### src/rtl/parity_splitter_pkg.sv
// Shared definitions for parity_splitter: FSM state encoding, bucket-select
// codes and a width helper for bucket read indices.
package parity_splitter_pkg;

    typedef enum logic [1:0] {
        IDLE,
        RUN,
        DRAIN
    } state_e;

    localparam logic EVEN_SEL = 1'b0;
    localparam logic ODD_SEL  = 1'b1;

    // A single-entry bucket still needs a 1-bit index port.
    function automatic int idx_width(input int depth);
        return (depth > 1) ? $clog2(depth) : 1;
    endfunction

endpackage

### src/rtl/parity_bucket.sv
// One bucket: storage, saturating count, full flag, insert and masked read.
// PARITY_SPLITTER_SORT_EN selects ascending sorted insertion over append.
module parity_bucket
    import parity_splitter_pkg::*;
#(
    parameter int DATA_W    = 8,
    parameter int BUF_DEPTH = 8,
    parameter int CNT_W     = $clog2(BUF_DEPTH + 1),
    parameter int IDX_W     = idx_width(BUF_DEPTH)
) (
    input  logic              clk,
    input  logic              rst,
    input  logic              clr,
    input  logic              wr_en,
    input  logic [DATA_W-1:0] wr_data,
    input  logic [IDX_W-1:0]  rd_idx,
    output logic [DATA_W-1:0] rd_data,
    output logic [CNT_W-1:0]  count,
    output logic              full
);

    logic [DATA_W-1:0] mem_q [BUF_DEPTH];
    logic [DATA_W-1:0] mem_d [BUF_DEPTH];
    logic [CNT_W-1:0]  count_q, count_d;

    assign full  = (count_q == CNT_W'(BUF_DEPTH));
    assign count = count_q;

`ifdef PARITY_SPLITTER_SORT_EN
    // gt[i]: valid entry i is strictly greater than the incoming word, so equals stay ahead.
    logic [BUF_DEPTH-1:0] gt, gt_prev;

    always_comb begin
        gt = '0;
        for (int i = 0; i < BUF_DEPTH; i++)
            gt[i] = (CNT_W'(i) < count_q) && (mem_q[i] > wr_data);
        gt_prev = gt << 1;
    end
`endif

    always_comb begin
        count_d = count_q;
        mem_d   = mem_q;
        if (clr) begin
            count_d = '0;
        end else if (wr_en && !full) begin
            count_d = count_q + 1'b1;
            for (int i = 0; i < BUF_DEPTH; i++) begin
`ifdef PARITY_SPLITTER_SORT_EN
                if (gt[i] || CNT_W'(i) == count_q)
                    mem_d[i] = gt_prev[i] ? mem_q[(i > 0) ? i - 1 : 0] : wr_data;
`else
                if (CNT_W'(i) == count_q)
                    mem_d[i] = wr_data;
`endif
            end
        end
    end

    always_comb begin
        rd_data = '0;
        for (int i = 0; i < BUF_DEPTH; i++)
            if (IDX_W'(i) == rd_idx && CNT_W'(i) < count_q)
                rd_data = mem_q[i];
    end

    always_ff @(posedge clk or posedge rst) begin
        if (rst) count_q <= '0;
        else     count_q <= count_d;
    end

    always_ff @(posedge clk) begin
        mem_q <= mem_d;
    end

endmodule

### src/rtl/parity_splitter.sv
// Streams N_ITEMS ROM words into odd/even buckets with a start/busy/done handshake.
// Define PARITY_SPLITTER_SORT_EN to keep each bucket in ascending order.
module parity_splitter
    import parity_splitter_pkg::*;
#(
    parameter  int DATA_W    = 8,
    parameter  int ADDR_W    = 4,
    parameter  int N_ITEMS   = 8,
    parameter  int BUF_DEPTH = 8,
    localparam int CNT_W     = $clog2(BUF_DEPTH + 1),
    localparam int IDX_W     = idx_width(BUF_DEPTH)
) (
    input  logic              clk,
    input  logic              rst,
    input  logic              start,
    output logic              busy,
    output logic              done,
    output logic [ADDR_W-1:0] rom_addr,
    input  logic [DATA_W-1:0] rom_data,
    input  logic              rd_sel,
    input  logic [IDX_W-1:0]  rd_idx,
    output logic [DATA_W-1:0] rd_data,
    output logic [CNT_W-1:0]  even_count,
    output logic [CNT_W-1:0]  odd_count,
    output logic              overflow
);

    state_e            state_q, state_d;
    logic [ADDR_W-1:0] rom_addr_q, rom_addr_d;
    logic              busy_q, busy_d, done_q, done_d;
    logic              vld_q, vld_d, ovf_q, ovf_d;
    logic              accept, wr_even, wr_odd, full_even, full_odd;
    logic [DATA_W-1:0] rd_even, rd_odd;

    assign accept  = (state_q == IDLE) && start;
    // vld_q marks that rom_data belongs to the address issued on the previous edge.
    assign wr_odd  = vld_q && rom_data[0];
    assign wr_even = vld_q && !rom_data[0];

    always_comb begin
        state_d    = state_q;
        rom_addr_d = rom_addr_q;
        busy_d     = busy_q;
        done_d     = 1'b0;
        vld_d      = (state_q == RUN);
        ovf_d      = ovf_q | (wr_odd && full_odd) | (wr_even && full_even);
        case (state_q)
            IDLE: if (start) begin
                state_d    = RUN;
                rom_addr_d = '0;
                busy_d     = 1'b1;
                ovf_d      = 1'b0;
            end
            RUN: begin
                if (rom_addr_q == ADDR_W'(N_ITEMS - 1)) state_d = DRAIN;
                else rom_addr_d = rom_addr_q + 1'b1;
            end
            DRAIN: begin
                state_d = IDLE;
                busy_d  = 1'b0;
                done_d  = 1'b1;
            end
            default: state_d = IDLE;
        endcase
    end

    always_ff @(posedge clk or posedge rst) begin
        if (rst) begin
            state_q    <= IDLE;
            rom_addr_q <= '0;
            busy_q     <= 1'b0;
            done_q     <= 1'b0;
            vld_q      <= 1'b0;
            ovf_q      <= 1'b0;
        end else begin
            state_q    <= state_d;
            rom_addr_q <= rom_addr_d;
            busy_q     <= busy_d;
            done_q     <= done_d;
            vld_q      <= vld_d;
            ovf_q      <= ovf_d;
        end
    end

    parity_bucket #(.DATA_W(DATA_W), .BUF_DEPTH(BUF_DEPTH), .CNT_W(CNT_W), .IDX_W(IDX_W)) u_even (
        .clk(clk), .rst(rst), .clr(accept), .wr_en(wr_even), .wr_data(rom_data),
        .rd_idx(rd_idx), .rd_data(rd_even), .count(even_count), .full(full_even)
    );

    parity_bucket #(.DATA_W(DATA_W), .BUF_DEPTH(BUF_DEPTH), .CNT_W(CNT_W), .IDX_W(IDX_W)) u_odd (
        .clk(clk), .rst(rst), .clr(accept), .wr_en(wr_odd), .wr_data(rom_data),
        .rd_idx(rd_idx), .rd_data(rd_odd), .count(odd_count), .full(full_odd)
    );

    assign rd_data  = (rd_sel == ODD_SEL) ? rd_odd : rd_even;
    assign busy     = busy_q;
    assign done     = done_q;
    assign rom_addr = rom_addr_q;
    assign overflow = ovf_q;

endmodule

### config.mk
export PLATFORM = sky130hd
export DESIGN_NAME = parity_splitter
export DESIGN_NICKNAME = d
export VERILOG_FILES = /design/src/rtl/parity_splitter_pkg.sv /design/src/rtl/parity_bucket.sv /design/src/rtl/parity_splitter.sv
export SDC_FILE = /design/constraint.sdc
export NUM_CORES = 1
export LEC_CHECK = 0
export BUFFER_PORTS_ARGS = -buffer_cell sky130_fd_sc_hd__buf_2
export CORE_ASPECT_RATIO = 2
export CORE_MARGIN = 2
export CORE_UTILIZATION = 26
export DETAILED_ROUTE_END_ITERATION = 12
export PLACE_DENSITY = 0.52
export SETUP_SLACK_MARGIN = 0.15
export SLEW_MARGIN = 25
export SYNTH_ARGS = -nofsm -noshare
export SYNTH_HDL_FRONTEND = slang
export SYNTH_SLANG_ARGS = --single-unit
### constraint.sdc
create_clock -name clk -period 2.9 [get_ports clk]
set_input_delay 0.29 -clock clk [delete_from_list [all_inputs] [get_ports clk]]
set_output_delay 0.29 -clock clk [all_outputs]
set_load 0.05 [all_outputs]
==> out/results.tsv, run 1 <==
metric	value	unit
syn_area	6090	um2
required	2.61	ns
max_freq	350	MHz
grt_pass1_vias	4270	
hp-start	start	
maxSlewViolCount	0	
netlist_instances	421	
cts_buffer_depth	2	
cts_tree	done	
path_cells	inv_2 -> ha_4 -> a2111oi_4 -> buf_4 -> a221oi_2 -> o311a_1 -> o31ai_4 -> buf_6	
p_comb_share	30.5	%
rows	79	
critPathArrivalTime	2.56	ns
period_needed	2.85	ns
ys_seq_area_share	70.5	%
root_buffer	clkbuf_16	
start_util	26.3	%
synth.distinct_cells	45	
rrSetupSlack	0.63	ns
synth-edff-count	128	
clkLatencyLatePin	0.42	ns
syn-num-nets	443	
num-nets-final	535	
io_pins	38	
layout-drive-gt1-share	33.1	%
timing.rr.start	u_even.count[0]	
design.die.area	24700	um2
hold_viol	0	
drt_iter0_markers	281	
gp_congestion	0.809	
dpl.cell_count	758	
end_kind	output pin	
ir_drop	0.000436	V
vias_per_cell	5.12	
max_slew_margin	52.4	%
die-width	112	um
rsz0062_at_grt	yes	
ys.flop_type	edfxtp_1	
clkTransAtPathRegs	0.06	ns
clockPowerShare	31.0	%
vias	4133	
cp_slowest_stage_delay	0.43	ns
wirelength	17200	um
timing.final.crit_share	98.4	%
status	complete, no violations	
dp.final_hpwl	12100	um
async_reset_ff_share	12.3	%
register_area	4300	um2
ant_nets	0	
r2r-end	u_even.mem_q[4]	
drv_cap	0	
grt_pass1_wl	25700	um
cts-htree-levels	4	
multi_input_area	1970	um2
fillers	2266	
cts_buffers	17	
ys_ff_latch	146	
overflow	0	
n_antenna_cell	0	
power_density	915	nW/um2
switching_power	0.00242	W
setup_viol	0	
syn2layout_area_growth	29.6	%
dr_wl_met2	10200	um
p_int	0.00480	W
met1_length	6020	um
reg2reg_depth	6	
grt_max_degree	22	
top_layer_used	met4	
wl_met3	440	um
antenna_found_initial	0	
die_h	220	um
worstSetupPathType	reg -> out	
wl_per_cell	21.3	um
drc	0	
whs_endpoint	busy	
core_area	23100	um2
worst_slew_pin_slew	0.713	ns
finalClockSkew	0.00853	ns
critPathMaxFanout	5	
power.leakage	2.76	nW
seq_power_share	38.5	%
hold-path-cell-count	3	
io_buffers	37	
yosys_warnings	0	
fin_cells	808	
critPathSlowestCell	dfrtp_2	
syn_area_per_cell	14.5	um2
holdWs	0.115	ns
clock_sinks	146	
track_usage	14.1	%
first_pass_iters	5	
min_path_type	in -> reg	
p_sw_share	33.5	%
critPathLaunchType	flop	
-- critical path: cells and delay by family, from the launching register on --
family	cells	cell delay, ns
flip-flops	1	0.43
buffers and inverters	3	0.48
adder cells (fa/ha/maj)	1	0.19
AO/OA/AOI/OAI	4	1.03
-- synthesized netlist by cell type, types with 2 or more instances --
cell | count | share of area (%)
o21a_1 | 3 | 0.37
buf_6 | 2 | 0.37
a22oi_1 | 12 | 1.5
buf_4 | 3 | 0.37
o21ai_1 | 4 | 0.33
o211ai_1 | 3 | 0.37
ha_1 | 7 | 1.4
and3_1 | 10 | 1.0
nand3b_1 | 3 | 0.37
a2111oi_4 | 4 | 1.8
mux2i_1 | 2 | 0.33
nand3_1 | 14 | 1.2
edfxtp_1 | 128 | 63
o221ai_1 | 17 | 2.4
or3_1 | 2 | 0.21
o22ai_1 | 8 | 0.82
nor2b_1 | 5 | 0.51
o21ai_0 | 11 | 0.90
nor2_1 | 29 | 1.8
and4_1 | 2 | 0.29
dfrtp_1 | 18 | 7.4
nor3b_1 | 4 | 0.49
a222oi_1 | 11 | 1.8
nand4_1 | 5 | 0.51
xor2_1 | 4 | 0.58
inv_1 | 12 | 0.74
a221oi_1 | 9 | 1.3
and2_1 | 7 | 0.72
clkbuf_1 | 10 | 0.62
xnor2_1 | 3 | 0.43
nand2_1 | 27 | 1.7
nor4_1 | 2 | 0.21
o31ai_1 | 2 | 0.25
a21oi_1 | 19 | 1.6
nor3_1 | 9 | 0.74
-- power by group through the flow --
| stage | registers [W] | logic, W | clock network, W |
|---|---|---|---|
| after floorplan | 0.00307 | 0.000974 | 0 |
| after global placement | 0.00280 | 0.00183 | 0 |
| after detailed placement | 0.00281 | 0.00186 | 0 |
| after CTS | 0.00276 | 0.00213 | 0.00228 |
| after global routing | 0.00281 | 0.00234 | 0.00236 |
| final | 0.00278 | 0.00220 | 0.00224 |
-- sequential cells by signal, summed over array words and instances (netlist names) --
register / count
u_even.mem_q: 64
u_odd.mem_q: 64
rom_addr: 4
u_even.count: 4
u_odd.count: 4
state_q: 2
busy: 1
done: 1
overflow: 1
vld_q: 1
-- final cells by class --
| type | count | share of cell area [%] |
|---|---|---|
| Clock buffer | 19 | 5.49 |
| Clock inverter | 12 | 2.09 |
| Inverter | 12 | 0.603 |
| Multi-Input combinational cell | 248 | 24.9 |
| Sequential cell | 146 | 54.5 |
| Tap cell | 283 | 4.49 |
| Timing Repair Buffer | 88 | 7.91 |
-- worst max-delay path by stage --
stage / slack (ns) / to / cells past startpoint / from
global placement: 0.13 / rd_data[1] / 10 / u_even.count[0]
CTS: 0.04 / rd_data[3] / 9 / u_even.count[1]
floorplan: 0.11 / rd_data[2] / 6 / u_odd.count[1]
global route: -0.03 / rd_data[3] / 8 / u_odd.count[1]
finish: 0.05 / rd_data[2] / 8 / u_odd.count[1]
detailed placement: 0.13 / rd_data[1] / 10 / u_even.count[0]
-- cells in the final DEF, fill, tap and decap left out, types with 11 or more instances in the layout --
cell / instances
buf_4: 49
nor2_1: 28
a222oi_1: 11
nand2_1: 26
buf_2: 29
clkbuf_16: 17
a21oi_1: 12
dfrtp_1: 13
a22oi_1: 11
o221ai_1: 14
edfxtp_1: 128
nand3_1: 13
-- layer usage --
layer	global-route usage (%)	up-vias
met5	0	-
met4	7.15	0
met3	2.55	32
met2	27.9	96
met1	13.8	2125
li1	-	1880
-- through the flow --
| stage | power, W | setup slack (ns) | utilization [%] | TNS, ns | cell area, um2 |
|---|---|---|---|---|---|
| 2_1_floorplan | 0.00404 | 0.107 | - | 0 | 6150 |
| 6_report | 0.00722 | 0.0467 | 34.1 | 0 | 7890 |
| 4_1_cts | 0.00717 | 0.0402 | 33.6 | 0 | 7780 |
| 3_5_place_dp | 0.00467 | 0.129 | 29.7 | 0 | 6860 |
| 5_1_grt | 0.00751 | -0.0299 | 34.1 | -0.117 | 7890 |
| 3_3_place_gp | 0.00462 | 0.128 | 29.7 | 0 | 6860 |
-- cell families after synthesis --
kind of cell	after synthesis	synth area share [%]
AND/OR/NAND/NOR	121	9.94
AO/OA/AOI/OAI	110	14.5
multiplexers	3	0.514
flip-flops	146	70.5
adder cells (fa/ha/maj)	7	1.44
XOR/XNOR	7	1.01
buffers and inverters	27	2.10
-- what timing repair did --
action | in CTS | in global routing
gates resized for setup | 51 | 18
cloned | 1 | 0
setup buffers | 13 | 4
hold buffers | 1 | 0
pin swaps | 9 | 17
setup endpoints to repair | 8 | 8
hold endpoints to repair | 18 | 0
No activity file was read; power rests on OpenSTA's default activity.
==> run 2, diff against run 1 <==
--- a/config.mk
+++ b/config.mk
@@ -7,7 +7,6 @@
 export LEC_CHECK = 0
 export BUFFER_PORTS_ARGS = -buffer_cell sky130_fd_sc_hd__buf_2
 export CORE_ASPECT_RATIO = 2
-export CORE_MARGIN = 2
 export CORE_UTILIZATION = 26
 export DETAILED_ROUTE_END_ITERATION = 12
 export PLACE_DENSITY = 0.52
==> constraint.sdc (replaced) <==
create_clock -name clk -period 2.9 [get_ports clk]
set_input_delay 0.58 -clock clk [delete_from_list [all_inputs] [get_ports clk]]
set_output_delay 0.58 -clock clk [all_outputs]
set_load 0.05 [all_outputs]
==> run 2 against run 1 <==
  * The run now ends with negative setup slack left
  * Design area is 6.0% higher
  * Clock power barely moved
  * Critical path type unchanged
  * Maximum frequency is 11% lower
  * Via count up 2.4%
  * Cell count grew 5.0%
  * Core utilization increased by 2.5 points
  * First-iteration DRC count shrank 9.3%
  * Combinational power is 11% higher
  * Clock-buffer cell count down 2
  * Total power up 3.6%
  * Hold slack improved by 0.14 ns
  * Critical path depth is 4 higher
==> out/results.tsv, run 2 (synthesis results as in run 1) <==
metric	value	unit	change
maxSlewViolCount	0		unchanged
ant_nets	0		unchanged
setup_tns	-1.93	ns	was 0 ns
start_util	26.7	%	was 26.3%
power_density	894	nW/um2	was 915 nW/um2
rows	78		was 79
critPathLaunchType	flop		unchanged
met1_length	6110	um	was 6020 um
final_cell_mix	edfxtp_1 (128), buf_4 (78), buf_2 (29)		was edfxtp_1 (128), buf_4 (49), buf_2 (29)
grt_max_degree	22		unchanged
vias	4231		was 4133
grt_pass1_wl	26800	um	was 25700 um
worstSetupPathType	reg -> out		unchanged
critPathMaxFanout	6		was 5
die-width	110	um	was 112 um
cts-htree-levels	4		unchanged
final_common_cell	edfxtp_1		unchanged
core_area	22800	um2	was 23100 um2
setup_viol	8		was 0
end_kind	output pin		unchanged
cts_buffers	17		unchanged
drv_cap	0		unchanged
io_pins	38		unchanged
finalClockSkew	0.00588	ns	was 0.00853 ns
drc	0		unchanged
max_slew_margin	53.0	%	was 52.4%
design.die.area	24100	um2	was 24700 um2
vias_per_cell	4.99		was 5.12
dr_wl_met2	10100	um	was 10200 um
worst_slew_pin_slew	0.704	ns	was 0.713 ns
min_path_type	in -> async		was in -> reg
track_usage	15.9	%	was 14.1%
dp.final_hpwl	12600	um	was 12100 um
rsz0062_at_grt	yes		unchanged
wirelength	17500	um	was 17200 um
gp_congestion	0.778		was 0.809
cts_tree	done		unchanged
antenna_found_initial	0		unchanged
drt_iter0_markers	255		was 281
top_layer_used	met4		unchanged
fin_area	8370	um2	was 7890 um2
power.leakage	3.00	nW	was 2.76 nW
status	complete, but fails checks		was complete, no violations
n_antenna_cell	0		unchanged
grt_pass1_vias	4527		was 4270
max_freq	312	MHz	was 350 MHz
setup_ws	-0.301	ns	was 0.0467 ns
wl_met3	529	um	was 440 um
io_buffers	37		unchanged
cts_buffer_depth	2		unchanged
violations	negative setup slack		
syn2layout_area_growth	37.4	%	was 29.6%
die_h	218	um	was 220 um
first_pass_iters	7		was 5
clkLatencyLatePin	0.43	ns	was 0.42 ns
overflow	0		unchanged
wl_per_cell	20.6	um	was 21.3 um
required	2.32	ns	was 2.61 ns
num-nets-final	577		was 535
ir_drop	0.000601	V	was 0.000436 V
clkTransAtPathRegs	0.06	ns	about the same
clock_sinks	146		unchanged
layout-drive-gt1-share	40.0	%	was 33.1%
hold_viol	0		unchanged
critPathArrivalTime	2.62	ns	was 2.56 ns
reg_top3	u_even.mem_q: 64 flops, u_odd.mem_q: 64 flops		unchanged
timing.final.crit_share	110	%	was 98.4%
period_needed	3.20	ns	was 2.85 ns
post_dp_cell_area	7280	um2	was 6860 um2
root_buffer	clkbuf_16		unchanged
run 2: cell count changes in the layout (fill, tap and decap cells not counted), sizes merged:
cell,before,now
clkinv,7,10
clkbuf,19,17
dlygate4sd3,1,0
buf,87,130
run 2: path summary, 6_finish.rpt:
| check | startpoint | to | slack (ns) | depth (start not counted) |
|---|---|---|---|---|
| worst max-delay path | u_even.count[0] | rd_data[2] | -0.30 | 12 |
| worst min-delay path | rst | u_even.count[0] | 0.26 | 2 |
| worst max register to register | u_even.count[0] | u_even.mem_q[5] | 0.57 | 7 |
| worst min register to register | overflow | overflow | 0.50 | 2 |
| max in group asynchronous | rst | u_odd.count[1] | 2.12 | 2 |
| min in group clk | start | busy | 0.43 | 3 |
run 2: critical path, cell delays in order, from the launching register on:
cell and delay, ns:
dfrtp_2 0.44, ha_4 0.18, buf_6 0.12, a21oi_2 0.14, nor3_2 0.05, buf_4 0.16
buf_6 0.13, a222oi_1 0.30, nand3_1 0.13, o21ai_1 0.14, buf_4 0.16, o31ai_4 0.07
buf_6 0.16
run 2: per-layer routing:
layer	GRT usage, %	vias up
met5	0	-
met4	8.51	0
met3	3.43	31
met2	29.6	110
met1	15.8	2131
li1	-	1959
run 2: cell type report:
cell class / count / area, um2
clock buffers: 17 / 425
repair buffers: 130 / 1020
inverters: 12 / 52.6
well taps: 280 / 350
clock inverters: 15 / 171
flip-flops and latches: 146 / 4310
fillers: 2223 / 14500
multi-input cells: 248 / 2040
run 2: through the flow:
step	cells	util (%)	hold slack, ns	power, W	worst slack (ns)
final	848	36.6	0.257	0.00748	-0.301
after global placement	797	31.9	0.485	0.00489	-0.201
after detailed placement	797	31.9	0.494	0.00493	-0.231
after CTS	844	36.4	0.278	0.00750	-0.366
after floorplan	421	-	0.439	0.00411	0.0239
after global routing	848	36.6	0.309	0.00780	-0.370
run 2: power breakdown:
group	internal (W)	leakage [nW]	total, W	switching (W)
registers	0.00261	1.37	0.00278	0.000171
logic	0.000960	1.33	0.00245	0.00149
clock network	0.00141	0.294	0.00224	0.000829
run 2: repair_timing:
| action | in CTS | in global routing |
|---|---|---|
| endpoints found under the setup margin | 8 | 8 |
| setup buffers | 15 | 4 |
| hold endpoints to repair | 0 | 0 |
| hold buffers | 0 | 0 |
| gates resized for setup | 73 | 5 |
| pin swaps | 34 | 18 |
==> run 3, diff against run 2 <==
--- a/config.mk
+++ b/config.mk
@@ -5,11 +5,12 @@
 export SDC_FILE = /design/constraint.sdc
 export NUM_CORES = 1
 export LEC_CHECK = 0
-export BUFFER_PORTS_ARGS = -buffer_cell sky130_fd_sc_hd__buf_2
+export BUFFER_PORTS_ARGS = -buffer_cell sky130_fd_sc_hd__buf_4
 export CORE_ASPECT_RATIO = 2
-export CORE_UTILIZATION = 26
+export CORE_UTILIZATION = 55
 export DETAILED_ROUTE_END_ITERATION = 12
-export PLACE_DENSITY = 0.52
+export PLACE_DENSITY = 0.84
+export REMOVE_ABC_BUFFERS = 1
 export SETUP_SLACK_MARGIN = 0.15
 export SLEW_MARGIN = 25
 export SYNTH_ARGS = -nofsm -noshare
==> run 3 against run 2 <==
  * The flow still finishes with violations (negative setup slack)
  * Hold slack improved by 0.010 ns
  * Cell count fell by 18%
  * Wire length rose by 4.9%
  * Critical endpoint is now rd_data[0]
  * Sequential cell count did not move
  * Design area fell by 3.2%
  * Global-route usage rose by 17 points
  * Via count rose by 11%
  * Non-clock buffer count fell by 10
  * Clock-buffer cell count rose by 1
  * First-iteration DRC count rose to 2.7 times the previous value
  * Sequential power rose by 1%
  * Core utilization rose by 38 points
==> out/results.tsv, run 3 (synthesis results as in run 1) <==
metric	value	unit	change
rows	54		was 78
finalClockSkew	0.00663	ns	was 0.00588 ns
io_buffers	37		unchanged
r2r-end	u_even.mem_q[32]		was u_even.mem_q[5]
end_kind	output pin		unchanged
rsz0062_at_grt	yes		unchanged
num-nets-final	567		was 577
p_comb_share	33.2	%	was 32.8%
final_cell_mix	edfxtp_1 (128), buf_4 (100), nor2_1 (28)		was edfxtp_1 (128), buf_4 (78), buf_2 (29)
dp.final_hpwl	11100	um	was 12600 um
cts_buffers	17		unchanged
grt_pass1_wl	26900	um	was 26800 um
core_area	10800	um2	was 22800 um2
holdBufCountCts	0		unchanged
worstSetupPathType	reg -> out		unchanged
critPathLaunchType	flop		unchanged
drv_cap	0		unchanged
setup_viol	8		unchanged
die-width	76.4	um	was 110 um
track_usage	32.7	%	was 15.9%
clock_sinks	146		unchanged
setup_ws	-0.260	ns	was -0.301 ns
reg_top3	u_even.mem_q: 64 flops, u_odd.mem_q: 64 flops		unchanged
p_sw_share	33.9	%	was 33.3%
drt_iter0_markers	685		was 255
fin_cells	695		was 848
overflow	0		unchanged
status	complete, but fails checks		unchanged
critPathArrivalTime	2.58	ns	was 2.62 ns
final_common_cell	edfxtp_1		unchanged
gp_congestion	0.930		was 0.778
vias	4697		was 4231
ant_nets	0		unchanged
cts-htree-levels	4		unchanged
seq_power_share	37.1	%	was 37.2%
vias_per_cell	6.76		was 4.99
drc	0		unchanged
cts_tree	done		unchanged
clkLatencyLatePin	0.42	ns	was 0.43 ns
die_h	151	um	was 218 um
period_needed	3.16	ns	was 3.20 ns
timing.rr.start	u_even.count[1]		was u_even.count[0]
p_int	0.00502	W	was 0.00499 W
syn2layout_area_growth	32.9	%	was 37.4%
setup_tns	-1.73	ns	was -1.93 ns
required	2.32	ns	about the same
power_density	938	nW/um2	was 894 nW/um2
max_slew_margin	56.0	%	was 53.0%
hold_viol	0		unchanged
layout-drive-gt1-share	38.4	%	was 40.0%
cts_buffer_depth	2		unchanged
timing.final.crit_share	109	%	was 110%
root_buffer	clkbuf_16		unchanged
dpl.cell_count	649		was 797
io_pins	38		unchanged
switching_power	0.00258	W	was 0.00249 W
min_path_type	in -> async		unchanged
fillers	613		was 2223
design.die.area	11500	um2	was 24100 um2
grt_max_degree	22		unchanged
critPathMaxFanout	6		unchanged
worst_slew_pin_slew	0.659	ns	was 0.704 ns
start_util	56.3	%	was 26.7%
clkTransAtPathRegs	0.06	ns	about the same
clockPowerShare	29.7	%	was 30.0%
antenna_found_initial	0		unchanged
grt_pass1_vias	4681		was 4527
violations	negative setup slack		unchanged
wl_per_cell	26.4	um	was 20.6 um
ir_drop	0.000928	V	was 0.000601 V
wirelength	18300	um	was 17500 um
power.leakage	2.95	nW	was 3.00 nW
first_pass_iters	6		was 7
reg2reg_depth	7		unchanged
rrSetupSlack	0.35	ns	was 0.57 ns
maxSlewViolCount	0		unchanged
n_antenna_cell	0		unchanged
max_freq	316	MHz	was 312 MHz
-- run 3: changes by cell type in the layout (fill, tap and decap cells not counted), sizes merged --
cell | before | now
inv | 12 | 13
buf | 130 | 120
clkbuf | 17 | 18
clkinv | 10 | 5
-- run 3: worst max-delay path, stage by stage (launching register included) --
cell and delay, ns:
dfrtp_2 0.46, inv_2 0.11, ha_4 0.19, nor2b_4 0.06, o21ai_1 0.16, buf_4 0.19
buf_4 0.13, o221ai_1 0.15, a21oi_2 0.22, o22ai_1 0.11, o21ai_1 0.18, buf_6 0.18
-- run 3: stage by stage --
step | hold WS [ns] | cell area [um2] | worst slack (ns) | total power [W] | utilization, %
floorplan | 0.439 | 6010 | -1.15 | 0.00396 | -
global placement | 0.476 | 6970 | -0.103 | 0.00475 | 64.5
detailed placement | 0.482 | 6970 | -0.0923 | 0.00484 | 64.5
CTS | 0.275 | 7890 | -0.228 | 0.00732 | 72.9
global route | 0.336 | 8100 | -0.354 | 0.00782 | 74.9
finish | 0.267 | 8100 | -0.260 | 0.00760 | 74.9
-- run 3: worst max-delay path by stage --
stage / startpoint / endpoint / slack (ns)
after floorplan: u_even.count[1] / rd_data[6] / -1.15
after global placement: rd_idx[2] / rd_data[7] / -0.10
after detailed placement: rd_idx[1] / rd_data[6] / -0.09
after CTS: u_odd.count[0] / rd_data[5] / -0.23
after global routing: u_even.count[1] / rd_data[0] / -0.35
final: u_even.count[0] / rd_data[0] / -0.26
-- run 3: timing repair --
action / in CTS / in global routing
pin swaps: 29 / 31
setup endpoints to repair: 8 / 8
setup buffers: 12 / 5
gates resized for setup: 55 / 40
-- run 3: per-layer routing --
metal  vias up  track usage [%]  wire length, um
li1       1942                -                -
met1      2358             35.3             6050
met2       317             59.1             9960
met3        80             5.12             1250
met4         0             20.9             1080
met5         -                0                0
-- run 3: area by class of cell --
cell class	instances	area [um2]	share of cell area (%)
timing repair buffer	120	985	12.2
clock inverter	11	164	2.02
tap	140	175	2.16
multi-input combinational	248	1990	24.6
clock buffer	18	429	5.30
sequential	146	4300	53.1
inverter	12	47.5	0.587
-- run 3: power groups by stage --
stage | clock network, W | registers [W] | logic [W]
finish | 0.00225 | 0.00282 | 0.00252
global route | 0.00234 | 0.00284 | 0.00265
CTS | 0.00224 | 0.00278 | 0.00231
detailed placement | 0 | 0.00281 | 0.00203
global placement | 0 | 0.00279 | 0.00197
floorplan | 0 | 0.00309 | 0.000869
